File: src/rtl/mem_arbiter_if.sv
`default_nettype none
//============================================================================
// Module      : mem_arbiter_if
// Description : Request/response bundle between the instruction-fetch
//               unit, the load/store buffer, the memory arbiter and the
//               byte-serial memory controller.
//               'master' is the arbiter's view: it answers both requesters
//               and is the bus master towards the memory controller.
//               'slave' is the view of the surrounding requesters and
//               controller.
// Revision    : 1.0 - initial release
//============================================================================
interface mem_arbiter_if;

    // Instruction fetch side
    logic        if_valid;
    logic [31:0] if_addr;
    logic        if_done;
    logic [31:0] if_data;

    // Load/store buffer side
    logic        ls_valid;
    logic        ls_wr;
    logic [2:0]  ls_len;
    logic [31:0] ls_addr;
    logic [31:0] ls_value;
    logic        ls_done;
    logic [31:0] ls_data;

    // Memory controller side
    logic        mc_waiting;
    logic        mc_wr;
    logic [2:0]  mc_len;
    logic [31:0] mc_addr;
    logic [31:0] mc_value;
    logic        mc_ready;
    logic [31:0] mc_result;

    modport master (
        input  if_valid, if_addr,
        output if_done, if_data,
        input  ls_valid, ls_wr, ls_len, ls_addr, ls_value,
        output ls_done, ls_data,
        output mc_waiting, mc_wr, mc_len, mc_addr, mc_value,
        input  mc_ready, mc_result
    );

    modport slave (
        output if_valid, if_addr,
        input  if_done, if_data,
        output ls_valid, ls_wr, ls_len, ls_addr, ls_value,
        input  ls_done, ls_data,
        input  mc_waiting, mc_wr, mc_len, mc_addr, mc_value,
        output mc_ready, mc_result
    );

endinterface
`default_nettype wire

File: src/rtl/mem_arbiter.sv
`default_nettype none
//============================================================================
// Module      : mem_arbiter
// Description : Shares one byte-serial memory controller between
//               instruction fetch (IF) and the load/store buffer (LSB).
//               One transaction is latched at a time and presented to the
//               controller until it reports ready; the result and a
//               one-cycle done pulse go back to the winner. LSB has fixed
//               priority, but after STARVE_LIMIT consecutive LSB grants
//               with IF waiting, IF is forced through. RoB_clear aborts.
// Revision    : 1.0 - initial release
//============================================================================
module mem_arbiter #(
    parameter int STARVE_LIMIT = 4,   // LSB grants in a row before IF wins
    parameter int CNT_W        = 3    // streak counter width, must hold STARVE_LIMIT
) (
    input  logic          clk_in,
    input  logic          rst_in,     // asynchronous, active-high
    input  logic          rdy_in,     // global stall when low
    input  logic          RoB_clear,  // pipeline flush
    mem_arbiter_if.master bus
);

    typedef enum logic [1:0] {
        ST_IDLE    = 2'd0,
        ST_BUSY_IF = 2'd1,
        ST_BUSY_LS = 2'd2
    } state_t;

    localparam logic [CNT_W-1:0] c_streak_max = CNT_W'(STARVE_LIMIT);
    localparam logic [CNT_W-1:0] c_streak_one = CNT_W'(1);
    localparam logic [2:0]       c_if_len     = 3'b010;   // whole word

    state_t            r_state;
    state_t            w_state_nxt;

    // Latched transaction presented to the controller
    logic              r_wr;
    logic              w_wr_nxt;
    logic [2:0]        r_len;
    logic [2:0]        w_len_nxt;
    logic [31:0]       r_addr;
    logic [31:0]       w_addr_nxt;
    logic [31:0]       r_value;
    logic [31:0]       w_value_nxt;

    // Per-requester response registers
    logic              r_if_done;
    logic              w_if_done_nxt;
    logic [31:0]       r_if_data;
    logic [31:0]       w_if_data_nxt;
    logic              r_ls_done;
    logic              w_ls_done_nxt;
    logic [31:0]       r_ls_data;
    logic [31:0]       w_ls_data_nxt;

    // Consecutive LSB grants taken while IF was requesting
    logic [CNT_W-1:0]  r_streak;
    logic [CNT_W-1:0]  w_streak_nxt;

    logic              w_if_elig;
    logic              w_ls_elig;
    logic              w_grant_if;
    logic              w_grant_ls;

    // Eligibility and arbitration. A requester showing done this cycle has
    // not yet seen its pulse, so its still-high valid must not regrant.
    always_comb begin
        w_if_elig  = bus.if_valid && !r_if_done;
        w_ls_elig  = bus.ls_valid && !r_ls_done;
        w_grant_if = w_if_elig && (!w_ls_elig || (r_streak == c_streak_max));
        w_grant_ls = w_ls_elig && !w_grant_if;
    end

    // Next-state and next-register values for an active (rdy_in=1) cycle
    always_comb begin
        w_state_nxt   = r_state;
        w_wr_nxt      = r_wr;
        w_len_nxt     = r_len;
        w_addr_nxt    = r_addr;
        w_value_nxt   = r_value;
        w_if_done_nxt = 1'b0;          // done is a single active-cycle pulse
        w_ls_done_nxt = 1'b0;
        w_if_data_nxt = r_if_data;
        w_ls_data_nxt = r_ls_data;
        w_streak_nxt  = r_streak;

        case (r_state)
            ST_IDLE: begin
                if (w_grant_ls) begin
                    w_state_nxt = ST_BUSY_LS;
                    w_wr_nxt    = bus.ls_wr;
                    w_len_nxt   = bus.ls_len;
                    w_addr_nxt  = bus.ls_addr;
                    w_value_nxt = bus.ls_value;
                    // Only grants taken over a requesting IF count as starvation
                    if (!bus.if_valid) begin
                        w_streak_nxt = '0;
                    end else if (r_streak != c_streak_max) begin
                        w_streak_nxt = r_streak + c_streak_one;
                    end
                end else if (w_grant_if) begin
                    w_state_nxt  = ST_BUSY_IF;
                    w_wr_nxt     = 1'b0;
                    w_len_nxt    = c_if_len;
                    w_addr_nxt   = bus.if_addr;
                    w_value_nxt  = 32'd0;
                    w_streak_nxt = '0;
                end
            end

            ST_BUSY_IF: begin
                if (bus.mc_ready) begin
                    w_if_data_nxt = bus.mc_result;
                    w_if_done_nxt = 1'b1;
                    w_state_nxt   = ST_IDLE;
                end
            end

            ST_BUSY_LS: begin
                // Stores also capture mc_result; the LSB ignores ls_data then
                if (bus.mc_ready) begin
                    w_ls_data_nxt = bus.mc_result;
                    w_ls_done_nxt = 1'b1;
                    w_state_nxt   = ST_IDLE;
                end
            end

            default: begin
                w_state_nxt = ST_IDLE;
            end
        endcase
    end

    // State register: flush beats stall, stall freezes everything
    always_ff @(posedge clk_in or posedge rst_in) begin
        if (rst_in) begin
            r_state <= ST_IDLE;
        end else if (RoB_clear) begin
            r_state <= ST_IDLE;
        end else if (rdy_in) begin
            r_state <= w_state_nxt;
        end
    end

    // Transaction, response and streak registers
    always_ff @(posedge clk_in or posedge rst_in) begin
        if (rst_in) begin
            r_wr      <= 1'b0;
            r_len     <= 3'd0;
            r_addr    <= 32'd0;
            r_value   <= 32'd0;
            r_if_done <= 1'b0;
            r_if_data <= 32'd0;
            r_ls_done <= 1'b0;
            r_ls_data <= 32'd0;
            r_streak  <= '0;
        end else if (RoB_clear) begin
            // Abort: no capture even if the controller answers this cycle.
            // The latched request is left as is; mc_waiting drops with state.
            r_if_done <= 1'b0;
            r_ls_done <= 1'b0;
            r_streak  <= '0;
        end else if (rdy_in) begin
            r_wr      <= w_wr_nxt;
            r_len     <= w_len_nxt;
            r_addr    <= w_addr_nxt;
            r_value   <= w_value_nxt;
            r_if_done <= w_if_done_nxt;
            r_if_data <= w_if_data_nxt;
            r_ls_done <= w_ls_done_nxt;
            r_ls_data <= w_ls_data_nxt;
            r_streak  <= w_streak_nxt;
        end
    end

    // Controller inputs come only from the latched request
    assign bus.mc_waiting = (r_state != ST_IDLE);
    assign bus.mc_wr      = r_wr;
    assign bus.mc_len     = r_len;
    assign bus.mc_addr    = r_addr;
    assign bus.mc_value   = r_value;

    assign bus.if_done    = r_if_done;
    assign bus.if_data    = r_if_data;
    assign bus.ls_done    = r_ls_done;
    assign bus.ls_data    = r_ls_data;

endmodule
`default_nettype wire

File: src/flat_wrapper.sv
// flat-port wrapper written by rule: the top's interface ports become plain ports
module mem_arbiter_flat 
#(
    parameter int STARVE_LIMIT = 4,                                        
    parameter int CNT_W        = 3                                                   
)
  (clk_in, rst_in, rdy_in, RoB_clear, bus_if_valid, bus_if_addr, bus_if_done, bus_if_data, bus_ls_valid, bus_ls_wr, bus_ls_len, bus_ls_addr, bus_ls_value, bus_ls_done, bus_ls_data, bus_mc_waiting, bus_mc_wr, bus_mc_len, bus_mc_addr, bus_mc_value, bus_mc_ready, bus_mc_result);
  mem_arbiter_if bus_i ();
  input  logic clk_in;
  input  logic rst_in;
  input  logic rdy_in;
  input  logic RoB_clear;
  input wire logic [$bits(bus_i.if_valid)-1:0] bus_if_valid;
  input wire logic [$bits(bus_i.if_addr)-1:0] bus_if_addr;
  output wire logic [$bits(bus_i.if_done)-1:0] bus_if_done;
  output wire logic [$bits(bus_i.if_data)-1:0] bus_if_data;
  input wire logic [$bits(bus_i.ls_valid)-1:0] bus_ls_valid;
  input wire logic [$bits(bus_i.ls_wr)-1:0] bus_ls_wr;
  input wire logic [$bits(bus_i.ls_len)-1:0] bus_ls_len;
  input wire logic [$bits(bus_i.ls_addr)-1:0] bus_ls_addr;
  input wire logic [$bits(bus_i.ls_value)-1:0] bus_ls_value;
  output wire logic [$bits(bus_i.ls_done)-1:0] bus_ls_done;
  output wire logic [$bits(bus_i.ls_data)-1:0] bus_ls_data;
  output wire logic [$bits(bus_i.mc_waiting)-1:0] bus_mc_waiting;
  output wire logic [$bits(bus_i.mc_wr)-1:0] bus_mc_wr;
  output wire logic [$bits(bus_i.mc_len)-1:0] bus_mc_len;
  output wire logic [$bits(bus_i.mc_addr)-1:0] bus_mc_addr;
  output wire logic [$bits(bus_i.mc_value)-1:0] bus_mc_value;
  input wire logic [$bits(bus_i.mc_ready)-1:0] bus_mc_ready;
  input wire logic [$bits(bus_i.mc_result)-1:0] bus_mc_result;
  assign bus_i.if_valid = bus_if_valid;
  assign bus_i.if_addr = bus_if_addr;
  assign bus_if_done = bus_i.if_done;
  assign bus_if_data = bus_i.if_data;
  assign bus_i.ls_valid = bus_ls_valid;
  assign bus_i.ls_wr = bus_ls_wr;
  assign bus_i.ls_len = bus_ls_len;
  assign bus_i.ls_addr = bus_ls_addr;
  assign bus_i.ls_value = bus_ls_value;
  assign bus_ls_done = bus_i.ls_done;
  assign bus_ls_data = bus_i.ls_data;
  assign bus_mc_waiting = bus_i.mc_waiting;
  assign bus_mc_wr = bus_i.mc_wr;
  assign bus_mc_len = bus_i.mc_len;
  assign bus_mc_addr = bus_i.mc_addr;
  assign bus_mc_value = bus_i.mc_value;
  assign bus_i.mc_ready = bus_mc_ready;
  assign bus_i.mc_result = bus_mc_result;
  mem_arbiter #(.STARVE_LIMIT(STARVE_LIMIT), .CNT_W(CNT_W)) u_core (.clk_in(clk_in), .rst_in(rst_in), .rdy_in(rdy_in), .RoB_clear(RoB_clear), .bus(bus_i));
endmodule
File: config.mk
export PLATFORM = sky130hd
export DESIGN_NAME = mem_arbiter_flat
export DESIGN_NICKNAME = d
export VERILOG_FILES = /design/src/rtl/mem_arbiter_if.sv /design/src/rtl/mem_arbiter.sv /design/src/flat_wrapper.sv
export SDC_FILE = /design/constraint.sdc
export NUM_CORES = 1
export LEC_CHECK = 0
export CAP_MARGIN = 0
export CELL_PAD_IN_SITES_DETAIL_PLACEMENT = 1
export CELL_PAD_IN_SITES_GLOBAL_PLACEMENT = 1
export CORE_MARGIN = 3
export CORE_UTILIZATION = 40
export DETAILED_ROUTE_END_ITERATION = 6
export DONT_BUFFER_PORTS = 1
export GPL_ROUTABILITY_DRIVEN = 0
export PLACE_DENSITY = 0.81
export SLEW_MARGIN = 20
export SYNTH_ARGS = -nofsm -noshare
export SYNTH_HDL_FRONTEND = slang
export SYNTH_SLANG_ARGS = --single-unit
File: constraint.sdc
create_clock -name clk_in -period 4.9 [get_ports clk_in]
set_input_delay 1.225 -clock clk_in [delete_from_list [all_inputs] [get_ports clk_in]]
set_output_delay 1.225 -clock clk_in [all_outputs]
set_load 0.02 [all_outputs]
* Yosys cells after proc, flatten, opt, wreduce, memory -nomap -nowiden
Cells that the tools add are included.
Widths: inputs -> output; s select.
** Word-level totals
- Register bits :: 139
- Bits of input ports :: 139
- Output and inout port bits :: 135
- Logic and storage cells :: 68
** Operators by class
- $add $sub $neg :: 1
- Equality and inequality tests :: 7
- Muxes and demuxes :: 28
- Bitwise logic cells :: 1
- Reduce and logical (&&, ||, !) cells :: 21
** Operators by type and width (number)
- $mux 32 :: 4
- $mux 3 :: 9
- $reduce_and 4->1 :: 4
- $mux 2 :: 5
- $mux 1 :: 9
- $reduce_bool 2->1 :: 4
- $logic_and 1x1->1 :: 4
- $logic_not 1->1 :: 4
- $ne 4x2->1 const B :: 1
- $ne 4x4->1 const B :: 1
- $pmux 2 s2 :: 1
- $add 3x1->3 const B :: 1
- $eq 3x3->1 const B :: 1
- $ne 3x1->1 const B :: 1
- $ne 3x3->1 const B :: 1
- $reduce_and 3->1 :: 1
- $reduce_bool 3->1 :: 1
- $eq 2x1->1 const B :: 1
- $eq 2x2->1 const B :: 1
- $logic_not 2->1 :: 1
- $reduce_or 2->1 :: 1
- $logic_or 1x1->1 :: 1
- $not 1->1 :: 1

* Longest topological paths before layout
- Depth after elaboration :: 11
- Depth in mapped cells :: 8
- Mapped depth without buffers :: 6

* Worst setup path after synthesis
Ideal clock, no wire load.
- Path type :: input to register
- Start point :: input port bus_ls_valid
- End point :: register u_core.r_value[26], in the netlist u_core.bus.mc_value[26]
- Setup time :: 0.121 ns
- Arrival :: 2.150 ns
- Data required time :: 4.779 ns
- Slack :: 2.629 ns
- Cell stages on the path :: 6
- Path buffers :: 2
- Cell sequence :: nor2b_1 > buf_2 > o211ai_4 > nor2_4 > buf_2 > a22o_1
** Between the ends
- Word-level cells in the longest chain between the ends :: 8
- Elaborated cells between the ends (all ways) :: 9
- Classes of those cells :: 1 x mux; 8 x reduce/logical
** RTL lines
- start, declared :: RTL line flat_wrapper.sv:17 : input wire logic [$bits(bus_i.ls_valid)-1:0] bus_ls_valid;
- $logic_and 1x1->1 * :: RTL line mem_arbiter.sv:70 : w_ls_elig = bus.ls_valid && !r_ls_done;
- $logic_not 1->1 :: RTL line mem_arbiter.sv:71 : w_grant_if = w_if_elig && (!w_ls_elig || (r_streak == c_streak_max));
- $logic_or 1x1->1 :: RTL line mem_arbiter.sv:71
- $logic_and 1x1->1 :: RTL line mem_arbiter.sv:71
- $logic_not 1->1 :: RTL line mem_arbiter.sv:72 : w_grant_ls = w_ls_elig && !w_grant_if;
- $logic_and 1x1->1 :: RTL line mem_arbiter.sv:72
- $reduce_bool 2->1 (no source line)
- $reduce_and 4->1 (no source line)
- end signal, assigned :: RTL line mem_arbiter.sv:168 : r_value <= w_value_nxt;
- end, declared :: RTL line mem_arbiter.sv:44 : logic [31:0] r_value;
Every way passes the cells marked *; elsewhere a longest branch is shown, timed or not.
A chain may end at the register's enable or synchronous reset.

* Final worst setup path
- Start point :: input port bus_ls_valid
- End point :: register u_core.r_value[22], in the netlist u_core.bus.mc_value[22]
The elaborated chain is that of the path after synthesis.

==> run summary <==
result of the run: completed
setup TNS: 0 ns
kind of cell adding the most delay to the critical path: simple AND/OR/NAND/NOR gates
Worst Max-Slew Pin Slew: 0.8419 ns
post-route insts no fill: 633
total power: 3.611 mW
number of buffers inserted during clock tree synthesis: 17
clock tree sinks: 139
final-report hold violation count: 0
static leakage: 2.942 nW
IO Port Bufs: 0
Clk Tree Root Cell: clkbuf_16
vias in the first global route: 4114
detailed-route wire length: 14.80 mm
top-area cell type share of the netlist area: 0.6212
setup repair after global routing missed its margin: no
Chip Height: 124.3 um
critical-path maximum fanout: 35
critical setup path kind: in -> reg
clk_skew: 0.008571 ns
maximum buffer depth of the clock tree: 2
combined global-route utilization of all metal layers: 0.1959
number of filler instances in the final layout: 1382
depth of the worst register-to-register path: 4
Avg Cell Area, Syn: 12.47 um^2
setup slack, reg-to-reg: 2.26 ns
initial core utilization: 0.4162
share of cells above drive strength 1: 0.2232
final routed DRC violation total: 0
power density relative to cell area: 568.7 mW/mm^2
crit path max-delay cell type: nor2_4
fin. max-slew vios: 0
Synth area leader: dfrtp_1
Netlist Area Pre-Place: 0.005599 mm^2
clock slew at the register clock pins of the worst setup and hold paths: 0.06 ns
syn nets: 593
category of the worst setup path capture point: flip-flop
distinct cell type count after synthesis: 32
Post-Syn Instances: 449
clock latency reported for the late side of the worst-skew pair: 0.42 ns
worst path arrival time: 3.22 ns
critical path startpoint category: primary input
path type of the worst min-delay path: reg -> reg
number of antenna violations at the first check in global routing: 0
ANT nets after route: 0
synthesized flop and latch total: 139
vias per inst: 5.682
post-CTS sizing: 0
number of rows created at floorplan: 42
number of antenna repair diodes: 0
mean routed wirelength per cell: 23.38 um
crit-path cells: nor2b_1, nand2_2, nor2_4, a22o_1
total of hold buffers inserted after clock tree synthesis: 0
Final Cycle Share: 0.5866
most area-consuming cells after synthesis: dfrtp_1 (62%), mux2_2 (12%), a21oi_1 (6.0%)
overall die area: 0.01545 mm^2
end of the worst register-to-register path: u_core.bus.mc_value[22]
Final setup viols: 0
cell count after placement: 601
critical path required time: 5.25 ns
highest metal layer used by the detailed router: met4
iteration count of the initial detailed-routing pass: 4
upper clock frequency limit: 347.9 MHz
global-route wire length before repair: 23.92 mm
detailed router's first-iteration violation count: 119
sequential area share after synthesis: 0.6212
FF-to-FF Start: u_core.bus.ls_done
total buffers and inverters traversed by the critical path: 0
Setup Buffers After CTS: 0
Top-Level Pins: 274
worst vdd rail ir drop: 0.2903 mV
# nets final: 588
grt total ovfl: 0
layout-stage area growth over the synthesis result: 13.41%
met2 WL post-DR: 7.734 mm
count of yosys warnings during synthesis: 0
post-DP HPWL: 10.56 mm
routed via count: 3597
x dimension of the die: 124.3 um
startpoint of the tightest hold check path: u_core.r_streak[1]
number of cells traversed by the worst hold path: 2
clock tree from TritonCTS: yes
number of maximum-capacitance constraint violations: 0
length of routed wiring on met1: 4.970 mm
final critical path time including I/O delays and setup: 2.874 ns
hold worst-path end: u_core.r_streak[1]
largest incremental delay on the critical path: 0.79 ns
met3 wire length: 1.903 mm
core region area: 0.01345 mm^2
post-route cell area: 0.006350 mm^2
placed cell area: 0.005702 mm^2
level count of the clock H-tree: 4
worst slew margin relative to its limit: 0.4367
maximum number of pins on one net before global-route repair: 106
==> cells in the final DEF, fill, tap and decap left out, types with 5 or more instances in the layout <==
cell type	instances
dfrtp_1	139
a21oi_1	67
mux2_2	58
nand2_1	38
nor2_1	37
a22o_1	35
clkbuf_16	17
mux2_1	6
inv_1	5
ha_1	5
==> metrics by stage <==
step	hold WS, ns	setup WS [ns]	utilization
floorplan	0.4957	1.940	-
global placement	0.5148	1.686	0.4237
detailed placement	0.5553	1.553	0.4238
CTS	0.5685	1.990	0.4720
global route	0.5897	1.758	0.4720
finish	0.5581	2.026	0.4720
==> final cells by class <==
class                      instances  area [um^2]  share of cell area
clock buffer                      18        439.2             0.06916
clock inverter                    14        209.0             0.03291
inverter                           7        30.03            0.004729
multi-input combinational        276         1938              0.3052
sequential                       139         3478              0.5478
tap                              176        220.2             0.03468
timing repair buffer               3        35.03            0.005517
==> flip-flops by register name, summed over array words and instances (netlist names) <==
signal and cells:
u_core.r_streak 3, u_core.bus.if_done 1, u_core.bus.if_data 32, u_core.r_state 2
u_core.bus.ls_done 1, u_core.bus.ls_data 32, u_core.bus.mc_len 3, u_core.bus.mc_addr 32
u_core.bus.mc_value 32, u_core.bus.mc_wr 1
==> where the power goes <==
part,internal (mW),switching (mW)
combinational,0.173,0.160
sequential,1.39,0.497
clock,0.879,0.517
==> layer usage <==
| metal | vias up | track usage |
|---|---|---|
| met1 | 1821 | 0.2019 |
| met2 | 197 | 0.3400 |
| met4 | 0 | 0.05609 |
| met5 | - | 0 |
| li1 | 1565 | - |
| met3 | 14 | 0.1111 |
==> cell families (layout without fill, tap and decap cells) <==
logic type                 Yosys count  count (layout)  share of synthesized area
adders and majority gates            5               5                    0.01117
and+or+nand+nor                     96              96                    0.07486
buffers and inverters               34              42                    0.03419
muxes                               64              64                     0.1287
DFF                                139             139                     0.6212
AOI/OAI and AO/OA                  111             111                     0.1298
==> worst max path at each step <==
stage                       from                      end  slack (ns)  cells past startpoint
floorplan                 rst_in    u_core.bus.if_data[0]        1.94                      1
global placement    bus_ls_valid  u_core.bus.mc_value[22]        1.69                      4
detailed placement  bus_ls_valid  u_core.bus.mc_value[12]        1.55                      4
CTS                 bus_ls_valid  u_core.bus.mc_value[22]        1.99                      4
global route        bus_ls_valid   u_core.bus.mc_value[8]        1.76                      4
finish              bus_ls_valid  u_core.bus.mc_value[22]        2.03                      4
==> worst register-to-register path, cell delays in order, from the launching register on <==
cell     delay (ns)
dfrtp_1        0.52
nor2b_1        0.47
nand2_2        0.53
nor2_4         0.80
a22o_1         0.25
==> synth_stat cells <==
master / number
ha_1: 5
dfrtp_1: 139
nand2_2: 3
buf_6: 3
mux2_1: 6
a22o_1: 35
buf_4: 6
nor2_4: 1
nor3b_1: 1
o21ai_0: 2
nand2b_1: 4
a211oi_2: 1
nand3_1: 2
nor2_1: 37
nand4b_1: 1
nand2_1: 38
o211ai_4: 1
nor3_1: 1
nand4_1: 3
o311ai_0: 1
a21oi_1: 67
mux2_2: 58
buf_2: 15
o211ai_1: 2
and3_1: 1
a32oi_1: 2
inv_1: 6
nor2b_1: 1
and2_1: 2
and2b_1: 1
clkbuf_1: 3
inv_2: 1
(Power assumes the default switching activity.)
